[src/rtl/apb_slave_regfile.sv]
// apb_slave_regfile: APB4 completer fronting a bank of NUM_REGS 32-bit registers.
// Adds WAIT_CYCLES wait states to every access phase. Misaligned, out-of-range and
// read-only writes are flagged on pslverr. Read-only slots are sourced from ro_in.
module apb_slave_regfile #(
    parameter int                  NUM_REGS    = 8,
    parameter int                  WAIT_CYCLES = 0,
    parameter logic [NUM_REGS-1:0] RO_MASK     = '0
) (
    input  logic                       pclk,
    input  logic                       presetn,
    input  logic                       psel,
    input  logic                       penable,
    input  logic                       pwrite,
    input  logic [31:0]                paddr,
    input  logic [31:0]                pwdata,
    input  logic [3:0]                 pstrb,
    output logic [31:0]                prdata,
    output logic                       pready,
    output logic                       pslverr,
    output logic [32*NUM_REGS-1:0]     reg_q,
    input  logic [32*NUM_REGS-1:0]     ro_in,
    output logic [NUM_REGS-1:0]        wr_pulse
);
    localparam int         IDX_W     = $clog2(NUM_REGS);
    localparam logic [3:0] WAIT_LOAD = 4'(WAIT_CYCLES);

    typedef enum logic { IDLE, ACCESS } state_t;

    state_t           state;
    state_t           state_nxt;
    logic [3:0]       cnt;
    logic [3:0]       cnt_nxt;
    logic [31:0]      regs [NUM_REGS];

    logic [IDX_W-1:0] idx;
    logic             addr_ok;
    logic             is_ro;
    logic             xfer;
    logic             err;
    logic             wr_ok;
    logic [31:0]      rd_val;

    // Word index plus range check: every address bit above the register window must be zero.
    assign idx     = paddr[2 +: IDX_W];
    assign addr_ok = (paddr[1:0] == 2'b00) && (paddr[31:IDX_W+2] == '0);
    assign is_ro   = RO_MASK[idx];

    // The transfer completes in the ACCESS cycle where the wait counter has drained.
    assign pready  = (state == ACCESS) && (cnt == 4'd0);
    assign xfer    = pready && psel && penable;

    // Reads only fail on decode; writes also fail on read-only targets.
    assign err     = !addr_ok || (pwrite && is_ro);
    assign wr_ok   = xfer && pwrite && !err && (pstrb != 4'b0000);

    assign rd_val  = is_ro ? ro_in[32*idx +: 32] : regs[idx];
    assign pslverr = xfer && err;
    assign prdata  = (xfer && !pwrite && addr_ok) ? rd_val : 32'd0;

    // State and wait-counter register; reset returns the bus interface to IDLE.
    always_ff @(posedge pclk) begin
        if (!presetn) begin
            state <= IDLE;
            cnt   <= 4'd0;
        end else begin
            state <= state_nxt;
            cnt   <= cnt_nxt;
        end
    end

    // Next-state logic: setup loads the wait count, which drains during enabled access cycles.
    always_comb begin
        state_nxt = state;
        cnt_nxt   = cnt;
        case (state)
            IDLE: begin
                if (psel && !penable) begin
                    state_nxt = ACCESS;
                    cnt_nxt   = WAIT_LOAD;
                end
            end
            ACCESS: begin
                if (!psel) begin
                    state_nxt = IDLE;
                end else if (penable) begin
                    if (cnt == 4'd0) begin
                        state_nxt = IDLE;
                    end else begin
                        cnt_nxt = cnt - 4'd1;
                    end
                end
            end
            default: state_nxt = IDLE;
        endcase
    end

    // Register bank with byte strobes and a one-cycle write notification per register.
    always_ff @(posedge pclk) begin
        if (!presetn) begin
            for (int i = 0; i < NUM_REGS; i++) begin
                regs[i] <= 32'd0;
            end
            wr_pulse <= '0;
        end else begin
            wr_pulse <= '0;
            if (wr_ok) begin
                for (int k = 0; k < 4; k++) begin
                    if (pstrb[k]) begin
                        regs[idx][8*k +: 8] <= pwdata[8*k +: 8];
                    end
                end
                wr_pulse[idx] <= 1'b1;
            end
        end
    end

    // Export the bank: read-only slots mirror their status inputs.
    for (genvar i = 0; i < NUM_REGS; i++) begin : g_q
        assign reg_q[32*i +: 32] = RO_MASK[i] ? ro_in[32*i +: 32] : regs[i];
    end

endmodule
[config.mk]
export PLATFORM = sky130hd
export DESIGN_NAME = apb_slave_regfile
export DESIGN_NICKNAME = d
export VERILOG_FILES = /design/src/rtl/apb_slave_regfile.sv
export SDC_FILE = /design/constraint.sdc
export NUM_CORES = 1
export LEC_CHECK = 0
export CAP_MARGIN = 20
export CELL_PAD_IN_SITES_DETAIL_PLACEMENT = 1
export CELL_PAD_IN_SITES_GLOBAL_PLACEMENT = 2
export CORE_AREA = 2 2 245 247
export CTS_CLUSTER_SIZE = 12
export DETAILED_ROUTE_END_ITERATION = 10
export DIE_AREA = 0 0 247 249
export HOLD_SLACK_MARGIN = 0.06
export PLACE_DENSITY = 0.71
export SLEW_MARGIN = 40
export SYNTH_ARGS = -nofsm -noshare
export SYNTH_HDL_FRONTEND = slang
export SYNTH_SLANG_ARGS = --single-unit
[constraint.sdc]
create_clock -name pclk -period 3.7 [get_ports pclk]
set_input_delay 0.555 -clock pclk [delete_from_list [all_inputs] [get_ports pclk]]
set_output_delay 0.555 -clock pclk [all_outputs]
set_load 0.01 [all_outputs]
Yosys cells after proc, flatten, opt, wreduce, memory -nomap -nowiden --
Memory sizes are Yosys's and may differ from the RTL's. Index checks and enable logic that the tools add are counted.
Storage, ports and cells: register bits 13, bits in latches 0, memory bits (writable) 256, bits in read-only memories 8, input bits 329, output and inout bits 298, word-level logic and storage cells 74, memories 2
Operators by class: $add $sub $neg 1, multipliers 0, divide/modulo/power cells 0, magnitude comparators 2, eq/ne operators 4, shifts and indexed selects 1, mux-type cells 35, bitwise logic cells 1, reduce and logical (&&, ||, !) cells 25
Memories:
- regs | depth 8, bits a word 32, rd ports 9, clocked after memory_dff 0, wr ports 8, line 33 | logic [31:0] regs [NUM_REGS];
- (name not given) | depth 8, bits a word 1, rd ports 1, clocked after memory_dff 0, wr ports 0, line 46 | assign is_ro = RO_MASK[idx];
Operators by type and width (number):
- $shiftx A256 B9 Y32 | 1
- $mux W32 | 3
- $reduce_or A32 Y1 | 1
- $logic_not A27 Y1 | 1
- $mux W1 | 23
- $mux W4 | 5
- $logic_and A1 B1 Y1 | 13
- $ne A2 B2 Y1 const B | 4
- $pmux W4 S2 | 1
- $logic_not A1 Y1 | 4
- $logic_not A4 Y1 | 1
- $lt A3 B4 Y1 const B | 1
- $reduce_and A4 Y1 | 1
- $reduce_bool A4 Y1 | 1
- $sub A4 B1 Y4 const B | 1
- $demux W1 S3 | 1
- $ge A3 B1 Y1 const B | 1
- $mux W3 | 1
- $logic_not A2 Y1 | 1
- $pmux W1 S2 | 1
- $reduce_and A2 Y1 | 1
- $logic_or A1 B1 Y1 | 1
- $not A1 Y1 | 1

Depth between registers and ports, before layout --
word-level depth 12, depth in mapped cells 9, mapped depth without buffers 6

Worst setup path after synthesis --
No wires, ideal clock.
kind register to register, from reg cnt[0], to mem regs[7][0] (enable), arrival 2.411 ns, required time 3.313 ns, slack 0.902 ns, stages on the path, launching flop included 9, buffers on the path 2, clock period less this slack 2.798 ns, path through dfxtp_1 > inv_1 > ha_1 > or3b_1 > buf_2 > nor4_4 > nand3_2 > buf_2 > o31ai_1
RTL lines:
- from (decl) | line 31 | logic [3:0] cnt;
- from (signal assigned) | line 67 | cnt <= cnt_nxt;
- to (decl) | line 33

Worst setup path in the final report --
from reg cnt[0], to out prdata[22]
Between the ends: word-level cells in the longest chain between the ends 7
RTL lines:
- $logic_not A4 Y1 | line 49 | assign pready = (state == ACCESS) && (cnt == 4'd0);
- $logic_and A1 B1 Y1 | line 49
- $logic_and A1 B1 Y1 (2 in series) | line 50 | assign xfer = pready && psel && penable;
- $logic_and A1 B1 Y1 (2 in series) | line 58 | assign prdata = (xfer && !pwrite && addr_ok) ? rd_val : 32'd0;
- $mux W32 | line 58
- to (decl) | line 17 | output logic [31:0] prdata,
Every way passes these cells.

==> run_summary.xml <==
<?xml version="1.0" encoding="UTF-8"?>
<metrics>
  <group name="route">
    <metric name="routed_wl" unit="mm">58.38</metric>
    <metric name="wl_per_instance" unit="um">26.59</metric>
    <metric name="vias" unit="">10609</metric>
    <metric name="drt_iter0_markers" unit="">609</metric>
    <metric name="detail_route.drc_violations" unit="">0</metric>
    <metric name="drt_first_pass_iters" unit="">4</metric>
    <metric name="antenna_violating_nets_post_route" unit="">0</metric>
    <metric name="vias_per_cell" unit="">4.831</metric>
  </group>
  <group name="worst_setup_path">
    <metric name="ff2ff_setup_slack" unit="ps">460</metric>
    <metric name="ff2ff_path_depth" unit="">8</metric>
    <metric name="crit_type" unit="">reg2out</metric>
    <metric name="critical_path_cell_count" unit="">8</metric>
    <metric name="cp-start-kind" unit="">flip-flop</metric>
    <metric name="crit_fanout" unit="">25</metric>
    <metric name="reg2reg_to" unit="">regs[1][15]$_SDFFCE_PN0P_</metric>
    <metric name="critical-path-slowest-cell" unit="">sky130_fd_sc_hd__clkdlybuf4s50_1</metric>
    <metric name="timing.critical_path.to_type" unit="">primary output</metric>
    <metric name="worstPathArrival" unit="ps">3010</metric>
    <metric name="regToRegStartpoint" unit="">cnt[0]$_SDFFE_PN0P_</metric>
    <metric name="crit_chain" unit="">inv_1 &gt; ha_1 &gt; or3b_1 &gt; nor3_2 &gt; nand3_2 &gt; buf_12 &gt; nor4_2 &gt; clkdlybuf4s50_1</metric>
    <metric name="worst_path_largest_cell_delay" unit="ps">610</metric>
    <metric name="worstPathRequired" unit="ps">3140</metric>
    <metric name="cp_top_family" unit="">simple AND/OR/NAND/NOR gates</metric>
    <metric name="worstPathBufferInverterCount" unit="">3</metric>
  </group>
  <group name="timing">
    <metric name="setup_viol" unit="">0</metric>
    <metric name="timing_worst_slew_pin_value" unit="ps">831.3</metric>
    <metric name="grt_setup_unrepaired" unit="">true</metric>
    <metric name="fmaxAchievable" unit="MHz">280.6</metric>
    <metric name="finalCritPeriodShare" unit="%">96.33</metric>
    <metric name="final_hold_viol_count" unit="">0</metric>
    <metric name="holdWs" unit="ps">498.3</metric>
    <metric name="period_needed" unit="ps">3564</metric>
    <metric name="layout_skew" unit="ps">11.28</metric>
    <metric name="tns" unit="ps">0</metric>
    <metric name="worst_slew_margin_rel" unit="%">44.58</metric>
    <metric name="slew_viol_final" unit="">0</metric>
    <metric name="setup_slack" unit="ps">135.9</metric>
  </group>
  <group name="global_route">
    <metric name="number_of_global_route_vias_before_repair" unit="">11351</metric>
    <metric name="gr-usage-all-layers" unit="%">18.70</metric>
    <metric name="grt_antenna_before_repair" unit="">0</metric>
    <metric name="grt_first_pass_wirelength" unit="mm">82.92</metric>
    <metric name="grt_start_max_net_pins" unit="">70</metric>
    <metric name="grt-ovfl-total" unit="">0</metric>
  </group>
  <group name="floorplanning">
    <metric name="num_io_pins" unit="">627</metric>
    <metric name="coreArea" unit="um2">58690</metric>
    <metric name="die_w" unit="um">247</metric>
    <metric name="initial_utilization" unit="%">23.02</metric>
    <metric name="row_count" unit="">89</metric>
    <metric name="die_y" unit="um">249</metric>
    <metric name="floorplan.die_area" unit="um2">61500</metric>
  </group>
  <group name="synth">
    <metric name="synth-compound-area-share" unit="%">5.705</metric>
    <metric name="synth-warning-count" unit="">0</metric>
    <metric name="syn_area" unit="um2">13510</metric>
    <metric name="post_synth_num_cell_types" unit="">47</metric>
    <metric name="post_synth_fa_ha_maj_area_fraction" unit="%">0.09262</metric>
    <metric name="synth_simple_gate_area_share" unit="%">22.60</metric>
    <metric name="synth.top_cells.by_area" unit="">sky130_fd_sc_hd__edfxtp_1 (57%), sky130_fd_sc_hd__nor3_2 (13%), sky130_fd_sc_hd__mux4_2 (5.3%)</metric>
    <metric name="post_synth.cell_area_avg" unit="um2">13.46</metric>
    <metric name="synth_enable_flop_cells" unit="">256</metric>
    <metric name="synth_area_leader_cell" unit="">sky130_fd_sc_hd__edfxtp_1</metric>
    <metric name="synth_top_family_by_area" unit="">simple AND/OR/NAND/NOR gates</metric>
    <metric name="synth-xor-area-share" unit="%">0.06483</metric>
    <metric name="synth_register_bits" unit="">269</metric>
    <metric name="sequential_to_total_area_share_from_yosys_stat" unit="%">58.83</metric>
    <metric name="main_synth_ff_type" unit="">sky130_fd_sc_hd__edfxtp_1</metric>
    <metric name="mappedNetlistNets" unit="">1334</metric>
    <metric name="yosysMostFrequentCell" unit="">sky130_fd_sc_hd__edfxtp_1</metric>
    <metric name="post_synth_inst_count" unit="">1004</metric>
    <metric name="synthArstFlopShare" unit="%">0</metric>
    <metric name="synth.top_cells.by_count" unit="">sky130_fd_sc_hd__edfxtp_1 (256), sky130_fd_sc_hd__nor3_2 (180), sky130_fd_sc_hd__nor2_1 (68)</metric>
    <metric name="post-synth-top-area-fraction" unit="%">56.90</metric>
    <metric name="multiplexer_fraction_of_the_synthesized_cell_area" unit="%">8.308</metric>
  </group>
  <group name="clock_network">
    <metric name="cts.sinks" unit="">269</metric>
    <metric name="path_clk_slew" unit="ps">60</metric>
    <metric name="ctsRootBufferMaster" unit="">sky130_fd_sc_hd__clkbuf_16</metric>
    <metric name="cts_buffers" unit="">34</metric>
    <metric name="htree_num_levels" unit="">2</metric>
    <metric name="tritoncts" unit="">yes</metric>
    <metric name="ctsLongestPathBuffers" unit="">3</metric>
    <metric name="insertion_delay" unit="ps">540</metric>
  </group>
  <group name="placed_design">
    <metric name="place.detailed.hpwl" unit="mm">41.10</metric>
    <metric name="portBuffers" unit="">370</metric>
    <metric name="gp_congestion" unit="">0.8023</metric>
    <metric name="place_ws" unit="ps">90.88</metric>
    <metric name="numPlacedInstances" unit="">2138</metric>
  </group>
  <group name="flow_run">
    <metric name="drv_cap" unit="">0</metric>
  </group>
  <group name="min_path">
    <metric name="hold_path_startpoint" unit="">cnt[3]$_SDFFE_PN0P_</metric>
    <metric name="hold_removal_path_class" unit="">reg2reg</metric>
    <metric name="min_delay_path_depth" unit="">2</metric>
    <metric name="hold_path_end" unit="">cnt[3]$_SDFFE_PN0P_</metric>
  </group>
  <group name="finish">
    <metric name="nets" unit="">1731</metric>
    <metric name="layout-drive-gt1-share" unit="%">27.48</metric>
    <metric name="area_growth_syn_to_layout" unit="%">45.09</metric>
    <metric name="finish.cell_count_without_fillers" unit="">2196</metric>
    <metric name="n_antenna_cell" unit="">0</metric>
  </group>
  <group name="power_and_ir_drop">
    <metric name="totalPowerFinal" unit="mW">7.678</metric>
    <metric name="power_density" unit="nW/um2">391.7</metric>
    <metric name="leakagePower" unit="nW">6.179</metric>
    <metric name="ir_worst_vdd" unit="mV">0.2037</metric>
  </group>
  <group name="run_status">
    <metric name="run_status" unit="">finished, final reports clean</metric>
  </group>
</metrics>
[routing by layer]
layer  track usage [%]  up-vias  share of wire (%)
met5                 0        -                  0
met4             4.750        0                2.3
met3             3.868       74                5.6
met2             32.19      354                 50
met1             23.73     5488                 42
li1                  -     4693                  -
[cell usage in the layout (no fill, tap or decap), types with 26 or more instances in the layout]
cell                              synthesis  layout
sky130_fd_sc_hd__mux2i_1                 30      30
sky130_fd_sc_hd__nor3_2                 180     181
sky130_fd_sc_hd__clkdlybuf4s50_1          0     365
sky130_fd_sc_hd__mux4_2                  32      32
sky130_fd_sc_hd__nor2_1                  68      68
sky130_fd_sc_hd__o21ai_0                 43      26
sky130_fd_sc_hd__nor3_1                  46      45
sky130_fd_sc_hd__nand2_1                 48      48
sky130_fd_sc_hd__clkbuf_16                0      37
sky130_fd_sc_hd__edfxtp_1               256     256
sky130_fd_sc_hd__buf_4                    1      96
sky130_fd_sc_hd__nand4_1                 36      36
[worst max-delay path by stage]
| stage | start | to | slack, ps |
|---|---|---|---|
| after floorplan | cnt[0]$_SDFFE_PN0P_ | regs[7][0]$_SDFFCE_PN0P_ | 900 |
| final | cnt[0]$_SDFFE_PN0P_ | prdata[22] | 140 |
| after CTS | cnt[0]$_SDFFE_PN0P_ | prdata[2] | 10 |
| after global placement | paddr[11] | prdata[22] | 160 |
| after global routing | cnt[0]$_SDFFE_PN0P_ | prdata[26] | -30 |
| after detailed placement | paddr[11] | prdata[10] | 90 |
[metrics by stage]
step,cell area (um2),util [%]
floorplan,13510,-
global placement,18480,31.48
detailed placement,18480,31.49
CTS,19570,33.35
global route,19600,33.40
finish,19600,33.40
[layout make-up]
type | count | area (um2)
well taps | 773 | 967.2
clock buffers | 44 | 952.2
clock inverters | 14 | 118.9
repair buffers | 470 | 4531
multi-input cells | 619 | 5057
inverters | 7 | 26.28
flip-flops and latches | 269 | 7948
fillers | 6235 | 39090
[kinds of logic after synthesis]
logic type / count (synthesis)
buffers and inverters: 116
xor gates and xnor gates: 1
muxes: 71
AOI/OAI and AO/OA: 118
and+or+nand+nor: 428
DFF: 269
adders and majority gates: 1
[worst reg2reg max path, stage by stage, from the launching register on]
cell	delay, ps
sky130_fd_sc_hd__dfxtp_1	340
sky130_fd_sc_hd__inv_1	90
sky130_fd_sc_hd__ha_1	180
sky130_fd_sc_hd__or3b_1	400
sky130_fd_sc_hd__buf_4	180
sky130_fd_sc_hd__nor4_4	620
sky130_fd_sc_hd__nand4_1	520
sky130_fd_sc_hd__o21ai_1	340
sky130_fd_sc_hd__buf_4	250
[registers in the layout, summed over array words and instances (netlist names)]
register,cells
wr_pulse,8
regs,256
state,1
cnt,4
[power by group]
group / internal [mW] / switching, mW
Combinational: 0.397 / 0.534
Sequential: 3.42 / 0.0687
Clock: 1.95 / 1.31
Total: 5.76 / 1.92
[what timing repair did]
action	CTS	global route
endpoints found under the setup margin	5	10
resized for setup	7	8
hold buffers	0	0
setup buffers	0	0
hold endpoints to repair	0	0
Power figures use the tool's default switching activity.
